--- config.mk ---
export PLATFORM = sky130hd
export DESIGN_NAME = systolic_seq_ctrl
export DESIGN_NICKNAME = d
export VERILOG_FILES = /design/src/rtl/systolic_seq_ctrl.sv
export SDC_FILE = /design/constraint.sdc
export NUM_CORES = 1
export LEC_CHECK = 0
export BUFFER_PORTS_ARGS = -buffer_cell sky130_fd_sc_hd__clkbuf_2
export CORE_ASPECT_RATIO = 1.25
export CORE_UTILIZATION = 45
export DETAILED_ROUTE_END_ITERATION = 16
export GPL_TIMING_DRIVEN = 1
export PLACE_DENSITY = 0.68
export SLEW_MARGIN = 20
export SYNTH_ARGS = -nofsm -noshare
export SYNTH_HDL_FRONTEND = slang
export SYNTH_SLANG_ARGS = --single-unit
--- constraint.sdc ---
create_clock -name clk -period 1.9 [get_ports clk]
set_input_delay 0.285 -clock clk [delete_from_list [all_inputs] [get_ports clk]]
set_output_delay 0.285 -clock clk [all_outputs]
set_load 0.01 [all_outputs]
--- src/rtl/systolic_seq_ctrl.sv ---
// systolic_seq_ctrl: sequences weight preload, skewed ifmap streaming and drain for a square
// weight-stationary PE array; every output comes straight from a flop.
module systolic_seq_ctrl #(
  parameter int ARRAY_DIM     = 8,
  parameter int VEC_CNT_WIDTH = 8,
  parameter int ADDR_WIDTH    = 8
) (
  input  logic                     clk,
  input  logic                     rst_n,
  input  logic                     start_i,
  input  logic [VEC_CNT_WIDTH-1:0] vec_num_i,
  output logic                     busy_o,
  output logic                     done_o,
  output logic                     w_rd_en_o,
  output logic [ADDR_WIDTH-1:0]    w_addr_o,
  output logic                     weight_en_o,
  output logic                     ifmap_rd_en_o,
  output logic [ADDR_WIDTH-1:0]    ifmap_addr_o,
  output logic [ARRAY_DIM-1:0]     ifmap_en_o,
  output logic                     psum_en_o,
  output logic [ARRAY_DIM-1:0]     ofmap_valid_o
);
  localparam int DW = $clog2(2 * ARRAY_DIM);
  localparam logic [ADDR_WIDTH-1:0] LAST_W = ADDR_WIDTH'(ARRAY_DIM - 1);
  localparam logic [DW-1:0] DRAIN_INIT = DW'(2 * ARRAY_DIM - 1);

  typedef enum logic [2:0] {IDLE, LOAD_W, FEED, DRAIN, DONE} state_e;

  state_e                 state_q, state_d;
  logic [ADDR_WIDTH-1:0]  last_q, last_d;
  logic [ADDR_WIDTH-1:0]  w_addr_q, w_addr_d;
  logic [ADDR_WIDTH-1:0]  i_addr_q, i_addr_d;
  logic [DW-1:0]          drain_q, drain_d;
  logic [2*ARRAY_DIM-1:0] skew_q;
  logic                   w_rd_en_q, weight_en_q, i_rd_en_q, busy_q, done_q;

  always_comb begin
    state_d  = state_q;
    last_d   = last_q;
    w_addr_d = w_addr_q;
    i_addr_d = i_addr_q;
    drain_d  = drain_q;
    unique case (state_q)
      IDLE: if (start_i && vec_num_i != '0) begin
        state_d  = LOAD_W;
        last_d   = ADDR_WIDTH'(vec_num_i) - ADDR_WIDTH'(1);
        w_addr_d = '0;
      end
      LOAD_W: if (w_addr_q == LAST_W) begin
        state_d  = FEED;
        i_addr_d = '0;
      end else w_addr_d = w_addr_q + 1'b1;
      FEED: if (i_addr_q == last_q) begin
        state_d = DRAIN;
        drain_d = DRAIN_INIT;
      end else i_addr_d = i_addr_q + 1'b1;
      DRAIN:   state_d = (drain_q == '0) ? DONE : DRAIN;
      DONE:    state_d = IDLE;
      default: state_d = IDLE;
    endcase
    if (state_q == DRAIN && drain_q != '0) drain_d = drain_q - 1'b1;
  end

  // skew_q[k] is the ifmap read enable delayed k+1 cycles: rows use 0..N-1, columns N..2N-1
  always_ff @(posedge clk or negedge rst_n) begin
    if (!rst_n) begin
      state_q     <= IDLE;
      last_q      <= '0;
      w_addr_q    <= '0;
      i_addr_q    <= '0;
      drain_q     <= '0;
      skew_q      <= '0;
      w_rd_en_q   <= 1'b0;
      weight_en_q <= 1'b0;
      i_rd_en_q   <= 1'b0;
      busy_q      <= 1'b0;
      done_q      <= 1'b0;
    end else begin
      state_q     <= state_d;
      last_q      <= last_d;
      w_addr_q    <= w_addr_d;
      i_addr_q    <= i_addr_d;
      drain_q     <= drain_d;
      skew_q      <= {skew_q[2*ARRAY_DIM-2:0], i_rd_en_q};
      w_rd_en_q   <= state_d == LOAD_W;
      weight_en_q <= w_rd_en_q;
      i_rd_en_q   <= state_d == FEED;
      busy_q      <= state_d != IDLE;
      done_q      <= state_d == DONE;
    end
  end

  assign busy_o        = busy_q;
  assign done_o        = done_q;
  assign w_rd_en_o     = w_rd_en_q;
  assign w_addr_o      = w_addr_q;
  assign weight_en_o   = weight_en_q;
  assign ifmap_rd_en_o = i_rd_en_q;
  assign ifmap_addr_o  = i_addr_q;
  assign ifmap_en_o    = skew_q[ARRAY_DIM-1:0];
  assign psum_en_o     = skew_q[0];
  assign ofmap_valid_o = skew_q[2*ARRAY_DIM-1:ARRAY_DIM];
endmodule
Word level (Yosys, flattened, before mapping)
Cells that the tools add are included.
{ "op_classes": {"reduce_logical": 15, "eq_ne": 12, "n_mux": 14, "addsub": 4} }
{ "ops": {"columns": ["operator", "count"], "rows": [
  ["$mux 8", 4],
  ["$pmux 8 s2", 2],
  ["$add 8x1->8 const B", 2],
  ["$mux 3", 4],
  ["$mux 4", 3],
  ["$pmux 3 s4", 1],
  ["$eq 3x2->1 const B", 3],
  ["$eq 8x3->1 const B", 1],
  ["$eq 8x8->1", 1],
  ["$ne 2x2->1 const B", 4],
  ["$reduce_bool 2->1", 4],
  ["$reduce_bool 8->1", 1],
  ["$sub 8x1->8 const B", 1],
  ["$eq 3x1->1 const B", 2],
  ["$reduce_and 3->1", 2],
  ["$logic_not 4->1", 1],
  ["$reduce_and 2->1", 2],
  ["$reduce_bool 4->1", 1],
  ["$sub 4x1->4 const B", 1],
  ["$eq 3x3->1 const B", 1],
  ["$logic_not 3->1", 1],
  ["$reduce_bool 3->1", 1],
  ["$logic_and 1x1->1", 2]
]} }
{ "totals": {"input_bits": 11, "output_inout_bits": 38, "ff_bits": 52, "word_cells": 56} }

Depth between registers and ports, before layout
Gate-level depths: netlist of the first run.
{ "logic_depth": {"word_depth": 5, "ltp_mapped": 7, "ltp_nobuf": 7} }

Worst setup path after synthesis of the first run
OpenSTA, ideal clock, no wires.
{ "synth_timing": {"kind": "register to register", "from": "reg w_addr_q[0] (netlist: w_addr_o[0])", "to": "reg state_q[1]", "slack_ns": 0.179, "arrival_time_ns": 1.590, "stages_incl_launch_ff": 6, "path_buffers": 1, "period_less_slack_ns": 1.721, "cell_sequence": "dfrtp_1 -> ha_1 -> and4bb_2 -> nand3_1 -> clkbuf_1 -> or3b_1"} }
{ "synth_via": {"elab_chain_len": 3} }
{ "synth_lines": {"columns": ["item", "line_no", "text"], "rows": [
  ["start, declared", "31", "logic [ADDR_WIDTH-1:0] w_addr_q, w_addr_d;"],
  ["start signal, assigned", "81", "w_addr_q <= w_addr_d;"],
  ["$eq 8x3->1", "49", "LOAD_W: if (w_addr_q == LAST_W) begin"],
  ["$mux 3", "49", null],
  ["$pmux 3 s4", "43", "unique case (state_q)"],
  ["net state_d[1]", "29", "state_e state_q, state_d;"],
  ["end signal, assigned", "79", "state_q <= state_d;"],
  ["end, declared", "29", null]
]} }
The timed path passes the listed nets, and every way through them passes these cells.
A chain may end at the register's enable or synchronous reset.

Worst setup path in the final report of the first run
{ "layout_timing": {"from": "reg drain_q[0]", "to": "reg state_q[1]"} }
{ "layout_via": {"elab_chain_len": 3} }
{ "layout_lines": {"columns": ["item", "line_no", "text"], "rows": [
  ["start, declared", "33", "logic [DW-1:0] drain_q, drain_d;"],
  ["start signal, assigned", "83", "drain_q <= drain_d;"],
  ["$logic_not 4->1", "57", "DRAIN: state_d = (drain_q == '0) ? DONE : DRAIN;"],
  ["$mux 3", "57", null],
  ["$pmux 3 s4", "43", null],
  ["net state_d[1]", "29", null]
]} }
The timed path passes the listed nets, and every way through them passes these cells.

==> results of run 1 <==
==> cells in the mapped netlist (all sizes together) <==
master / instances
dfrtp: 52
nor2: 22
nand2: 20
xnor2: 14
inv: 10
a21oi: 8
mux2i: 8
nand3: 7
nor3: 6
xor2: 6
ha: 5
o21ai: 5
buf: 3
nand3b: 3
nand4: 3
and4bb: 2
nand2b: 2
nor3b: 2
nor4: 2
nor4b: 2
or3b: 2
or4b: 2
a21boi: 1
a22oi: 1
a31oi: 1
and3: 1
clkbuf: 1
mux2: 1
nor2b: 1
o211ai: 1
o31ai: 1
or2: 1
or3: 1
==> metal layers <==
metal	up-vias	wire length (µm)
li1	780	-
met1	769	1790
met2	37	2020
met3	5	163
met4	0	61
met5	-	0
==> registers in the layout, indices dropped and copies added (netlist names) <==
name,flops
ifmap_addr_o,8
w_addr_o,8
weight_en_o,1
busy_o,1
last_q,8
state_q,3
done_o,1
drain_q,4
w_rd_en_o,1
skew_q,16
ifmap_rd_en_o,1
==> logic make-up after synthesis <==
family,count (synthesis),share of synthesized area (%)
and+or+nand+nor,79,19.3
DFF,52,58.0
xor gates and xnor gates,20,7.80
AOI/OAI and AO/OA,18,5.18
buffers and inverters,14,2.90
muxes,9,4.07
adders and majority gates,5,2.79
==> worst max path at each step <==
stage / startpoint / end / slack [ns] / cells after the start
2_1_floorplan: w_addr_o[0] / state_q[1] / 0.18 / 5
3_3_place_gp: drain_q[0] / state_q[1] / 0.16 / 5
3_5_place_dp: drain_q[0] / state_q[1] / 0.12 / 5
4_1_cts: drain_q[0] / state_q[1] / 0.10 / 5
5_1_grt: drain_q[0] / state_q[1] / 0.02 / 5
6_report: drain_q[0] / state_q[1] / 0.11 / 5
==> per-stage QoR <==
step | hold slack (ns) | total power (W) | util (%)
final | 0.295 | 0.00369 | 56.7
after global routing | 0.282 | 0.00396 | 56.7
after CTS | 0.290 | 0.00374 | 56.7
after detailed placement | 0.314 | 0.00297 | 54.2
after global placement | 0.302 | 0.00294 | 54.2
after floorplan | -0.0106 | 0.00251 | -
==> cells in the final DEF, fill, tap and decap left out, types with 2 or more instances in the layout <==
cell      Yosys  final
dfrtp_1      52     52
clkbuf_2      0     48
nor2_1       22     22
nand2_1      20     20
xnor2_1      14     14
inv_1        10     10
mux2i_1       8      8
a21oi_1       8      8
nand3_1       7      7
nor3_1        6      6
xor2_1        6      6
ha_1          5      5
clkbuf_8      0      5
o21ai_0       4      4
buf_4         1      4
nand3b_1      3      3
nand4_1       3      3
and4bb_2      2      2
nand2b_1      2      2
nor4_1        2      2
==> area by class of cell <==
| class | count | area [µm²] | share of cell area, % |
|---|---|---|---|
| flip-flops and latches | 52 | 1300 | 48.1 |
| multi-input cells | 131 | 878 | 32.5 |
| repair buffers | 54 | 300 | 11.1 |
| well taps | 60 | 75.1 | 2.78 |
| clock buffers | 6 | 72.6 | 2.68 |
| clock inverters | 2 | 38.8 | 1.43 |
| inverters | 10 | 37.5 | 1.39 |
==> power groups by stage <==
| stage | clock network [W] | logic [W] | registers, W |
|---|---|---|---|
| after floorplan | 0 | 0.000656 | 0.00185 |
| after global placement | 0 | 0.00116 | 0.00177 |
| after detailed placement | 0 | 0.00119 | 0.00178 |
| after CTS | 0.000781 | 0.00119 | 0.00177 |
| after global routing | 0.000822 | 0.00133 | 0.00181 |
| final | 0.000757 | 0.00117 | 0.00176 |
==> worst max-delay path: cells and delay by family, from the launching register on <==
| kind | cells | cell delay [ns] |
|---|---|---|
| fa+ha+maj | 1 | 0.17 |
| simple gates | 3 | 1.04 |
| flops | 1 | 0.40 |
| buf+inv | 1 | 0.08 |
==> results.py, run 1 <==
metrics = {
    "clock_tree": {
        "cts_sinks": 52,
        "h-tree-depth": 2,
        "cts_buffers": 5,
        "cts_tree": "built",
        "ctsHoldBuffers": 1,
        "cts.path.max_buffers": 2,
        "clk_pin_slew_worst_paths_ns": 0.09,
        "postCtsSetupBuffers": 0,
        "cts_resized": 0,
        "clk_latency_ns": 0.30,
        "cts_root_buf": "clkbuf_8",
    },
    "floorplanning": {
        "num_rows": 28,
        "io_pins": 49,
        "dieArea_mm2": 0.00528,
        "core_area_mm2": 0.00476,
        "die_h_um": 81.0,
        "start_util_pct": 47.1,
        "die_x_um": 65.2,
    },
    "outcome": {
        "status": "finished clean",
    },
    "synthesis": {
        "synth.distinct_cells": 40,
        "ys_warn_count": 0,
        "syn_area_per_cell_um2": 11.4,
        "ys_seq_area_share_pct": 58.0,
        "synth_fp_nets": 213,
        "synth_area_mm2": 0.00224,
        "ys_ff_latch": 52,
        "synth_top_area_cell": "dfrtp_1",
        "netlist.area_leader.share_pct": 58.0,
        "netlist_top_cells_area": "dfrtp_1 (58%), xnor2_1 (5.5%), nor2_1 (3.7%)",
        "synthesis.instances": 197,
    },
    "setup_path": {
        "r2r.worst_path.cells": 5,
        "timing.rr.end": "state_q[1]",
        "rr_startpoint": "drain_q[0]",
        "arrival_ns": 1.98,
        "crit_type": "flop to flop",
        "r2r_slack_ns": 0.11,
        "cp_cell_sequence": "inv_1, ha_1, or3b_2, nor2b_1, or3b_1",
        "crit_fanout": 4,
        "worstSetupStartpointType": "flop",
        "cp.required_ns": 2.08,
        "crit_slowest_cell": "or3b_2",
        "critPathCaptureType": "flop",
        "cpPeakStageDelay_ns": 0.49,
    },
    "timing": {
        "tightest_slew_ns": 0.405,
        "finalWorstSetupSlack_ns": 0.107,
        "maxSlewHeadroom_pct": 72.7,
        "timing.final.crit_share_pct": 94.4,
        "finalSetupTns_ns": 0,
        "skew_ns": 0.00827,
        "period_minus_slack_ns": 1.79,
        "rsz0062_at_grt": "no",
        "setup_violations": 0,
        "hold_viol_final": 0,
        "drv_slew": 0,
        "max_freq_ghz": 0.558,
    },
    "pwr": {
        "netSwitchingPower_w": 0.00126,
        "combPwrFrac_pct": 31.8,
        "p_per_area_mw_per_mm2": 1360,
        "p_seq_share_pct": 47.7,
        "p_leak_nw": 1.32,
        "peakVddDrop_mv": 0.674,
        "p_sw_share_pct": 34.2,
        "p_clk_share_pct": 20.5,
        "p_int_w": 0.00243,
    },
    "global_routing": {
        "met2_usage_pct": 30.6,
        "grt_usage_pct": 17.9,
        "busiest_layer": "met2",
        "grt_pass1_vias": 1560,
        "overflow": 0,
        "grt_max_degree": 53,
        "met3_usage_pct": 4.35,
        "antenna_found_initial": 0,
        "grt_util_met1_pct": 21.5,
        "grt_pass1_wl_um": 7100,
    },
    "min_path": {
        "hp-class": "primary input to flop",
        "whs_path_depth": 3,
        "hp-start": "vec_num_i[2]",
        "hold-path-endpoint": "last_q[2]",
    },
    "placement": {
        "port_buffers": 48,
        "placed_area_mm2": 0.00258,
        "dp.cells": 306,
        "place_congestion": 0.814,
        "hpwl_um": 2940,
        "pre_cts_ws_ns": 0.117,
    },
    "cells_and_area": {
        "final_layout_size_suffix_gt1_share_pct": 27.5,
        "nFillCells": 455,
        "nets": 270,
        "stdcell_count": 315,
        "antennaDiodeCount": 0,
        "syn_to_final_growth_pct": 20.5,
        "final_area_mm2": 0.00270,
    },
    "routing": {
        "drt-total-wl_um": 4030,
        "antenna_left": 0,
        "drc": 0,
        "first_pass_iters": 4,
        "vias_per_cell": 5.05,
        "num_vias": 1591,
        "drt-initial-drc-count": 61,
        "detail_route.wl_per_cell_um": 12.8,
    },
    "flow_run": {
        "maxCapViolCount": 0,
    },
}
Power figures use the tool's default switching activity.
==> inputs of run 2 (changes only) <==
--- a/config.mk
+++ b/config.mk
@@ -6,11 +6,14 @@
 export NUM_CORES = 1
 export LEC_CHECK = 0
 export BUFFER_PORTS_ARGS = -buffer_cell sky130_fd_sc_hd__clkbuf_2
+export CELL_PAD_IN_SITES_DETAIL_PLACEMENT = 1
+export CELL_PAD_IN_SITES_GLOBAL_PLACEMENT = 2
 export CORE_ASPECT_RATIO = 1.25
-export CORE_UTILIZATION = 45
+export CORE_UTILIZATION = 34
+export CTS_BUF_LIST = sky130_fd_sc_hd__clkbuf_8 sky130_fd_sc_hd__clkbuf_16
 export DETAILED_ROUTE_END_ITERATION = 16
 export GPL_TIMING_DRIVEN = 1
-export PLACE_DENSITY = 0.68
+export PLACE_DENSITY_LB_ADDON = 0.1
 export SLEW_MARGIN = 20
 export SYNTH_ARGS = -nofsm -noshare
 export SYNTH_HDL_FRONTEND = slang
==> run 2 against run 1 <==
Register-to-register slack improved by 0.07 ns. Cell area is 3.1% higher. Via count is 1.3% higher. Non-clock buffer count rose by 4. Clock-buffer cell count shrank 1. Worst setup slack better by 0.069 ns. Combinational power barely moved. Maximum frequency rose by 4.0%. Clock power increased by 16%. Die area grew 31%. Critical endpoint unchanged. Largest cell class unchanged.
==> results.py, run 2 (same netlist as run 1, synthesis figures left out) <==
metrics = {
    "outcome": {
        "status": "finished clean",
    },
    "placement": {
        "hpwl_um": 3710,
        "placed_area_mm2": 0.00264,
        "port_buffers": 48,
        "dp.cells": 335,
        "place_congestion": 0.690,
    },
    "setup_path": {
        "cpPeakStageDelay_ns": 0.42,
        "r2r.worst_path.cells": 5,
        "crit_fanout": 4,
        "arrival_ns": 1.91,
        "cp_num_buf_inv": 1,
        "crit_type": "flop to flop",
        "r2r_slack_ns": 0.18,
        "critPathCaptureType": "flop",
        "crit_slowest_cell": "dfrtp_1",
        "worstSetupStartpointType": "flop",
        "setup.worst_path.start": "drain_q[0]",
        "worstSetupEndpoint": "state_q[1]",
        "cp.required_ns": 2.09,
        "cp_top_family": "simple AND/OR/NAND/NOR gates",
        "cp.depth": 5,
        "rr_startpoint": "drain_q[0]",
        "cp_cell_sequence": "inv_1, ha_1, or3b_4, nor2b_2, or3b_1",
        "timing.rr.end": "state_q[1]",
    },
    "floorplanning": {
        "num_rows": 32,
        "dieArea_mm2": 0.00693,
        "io_pins": 49,
        "die_x_um": 74.7,
        "start_util_pct": 35.7,
        "die_h_um": 92.8,
        "core_area_mm2": 0.00629,
    },
    "global_routing": {
        "met3_usage_pct": 3.59,
        "grt_usage_pct": 15.7,
        "grt_max_degree": 24,
        "grt_pass1_vias": 1699,
        "antenna_found_initial": 0,
        "overflow": 0,
        "met2_usage_pct": 26.0,
        "grt_pass1_wl_um": 8170,
        "busiest_layer": "met2",
        "grt_util_met1_pct": 19.9,
    },
    "clock_tree": {
        "cts.path.max_buffers": 2,
        "cts_sinks": 52,
        "cts_tree": "built",
        "clk_pin_slew_worst_paths_ns": 0.10,
        "h-tree-depth": 2,
        "cts_buffers": 5,
        "cts_root_buf": "clkbuf_8",
        "clk_latency_ns": 0.31,
    },
    "routing": {
        "detail_route.wl_per_cell_um": 14.0,
        "drt-initial-drc-count": 48,
        "antenna_left": 0,
        "first_pass_iters": 3,
        "vias_per_cell": 4.70,
        "drc": 0,
        "drt-total-wl_um": 4790,
        "num_vias": 1612,
    },
    "cells_and_area": {
        "final_area_mm2": 0.00279,
        "stdcell_count": 343,
        "layout_commonest_cell": "dfrtp_1",
        "final_layout_size_suffix_gt1_share_pct": 29.1,
        "antennaDiodeCount": 0,
        "nets": 274,
        "nFillCells": 733,
        "regMostFlops": "skew_q",
        "largest_register_ffs": 16,
        "layout_common_cells": "dfrtp_1 (52), clkbuf_2 (48), nor2_1 (22)",
        "syn_to_final_growth_pct": 24.2,
    },
    "timing": {
        "worst_hold_slack_ns": 0.296,
        "finalSetupTns_ns": 0,
        "drv_slew": 0,
        "hold_viol_final": 0,
        "maxSlewHeadroom_pct": 66.1,
        "rsz0062_at_grt": "no",
        "period_minus_slack_ns": 1.72,
        "skew_ns": 0.00696,
        "tightest_slew_ns": 0.509,
        "setup_violations": 0,
        "max_freq_ghz": 0.580,
        "timing.final.crit_share_pct": 90.8,
    },
    "flow_run": {
        "maxCapViolCount": 0,
    },
    "pwr": {
        "p_leak_nw": 1.35,
        "p_clk_share_pct": 22.8,
        "p_int_w": 0.00256,
        "combPwrFrac_pct": 31.2,
        "p_per_area_mw_per_mm2": 1380,
        "netSwitchingPower_w": 0.00130,
        "peakVddDrop_mv": 0.546,
        "p_total_w": 0.00385,
        "p_sw_share_pct": 33.6,
        "p_seq_share_pct": 45.9,
    },
    "min_path": {
        "hp-class": "primary input to flop",
    },
}
## run 2: area by class of cell
class	instances	area [µm²]	area share (%)
clock inverters	2	60.1	2.15
repair buffers	58	330	11.8
clock buffers	5	68.8	2.47
flip-flops and latches	52	1300	46.7
multi-input cells	131	883	31.7
well taps	85	106	3.82
inverters	10	37.5	1.35
## run 2: metrics by stage
| step | util, % | setup slack, ns |
|---|---|---|
| final | 44.3 | 0.175 |
| after CTS | 44.3 | 0.0665 |
| after global routing | 44.3 | 0.0234 |
| after global placement | 42.1 | 0.129 |
| after detailed placement | 42.1 | 0.0784 |
| after floorplan | - | 0.179 |
## run 2: worst min path at each step
stage / to / startpoint / cells after the start
2_1_floorplan: busy_o / rst_n / 0
4_1_cts: last_q[3] / vec_num_i[3] / 3
6_report: last_q[3] / vec_num_i[3] / 3
5_1_grt: last_q[3] / vec_num_i[3] / 3
3_3_place_gp: w_addr_o[2] / rst_n / 1
3_5_place_dp: w_addr_o[2] / rst_n / 1
## run 2: power groups by stage
stage               Combinational, W  Sequential [W]  Clock [W]
floorplan                   0.000656         0.00185          0
global placement             0.00120         0.00180          0
detailed placement           0.00123         0.00181          0
CTS                          0.00123         0.00179   0.000904
global route                 0.00136         0.00184   0.000941
finish                       0.00120         0.00177   0.000880
## run 2: timing repair
action	CTS	global route
resized for setup	0	2
hold buffers	1	0
endpoints found under the setup margin	0	1
setup buffers	0	0
hold endpoints to repair	18	0
## run 2: worst min-delay path, stage by stage
cell and delay, ns:
clkbuf_2 0.10, xnor2_1 0.12, a21oi_1 0.06
## run 2: layer usage
layer	up-vias	part of all wire, %
li1	782	-
met1	798	43
met2	26	52
met3	6	2.9
met4	0	1.5
met5	-	0
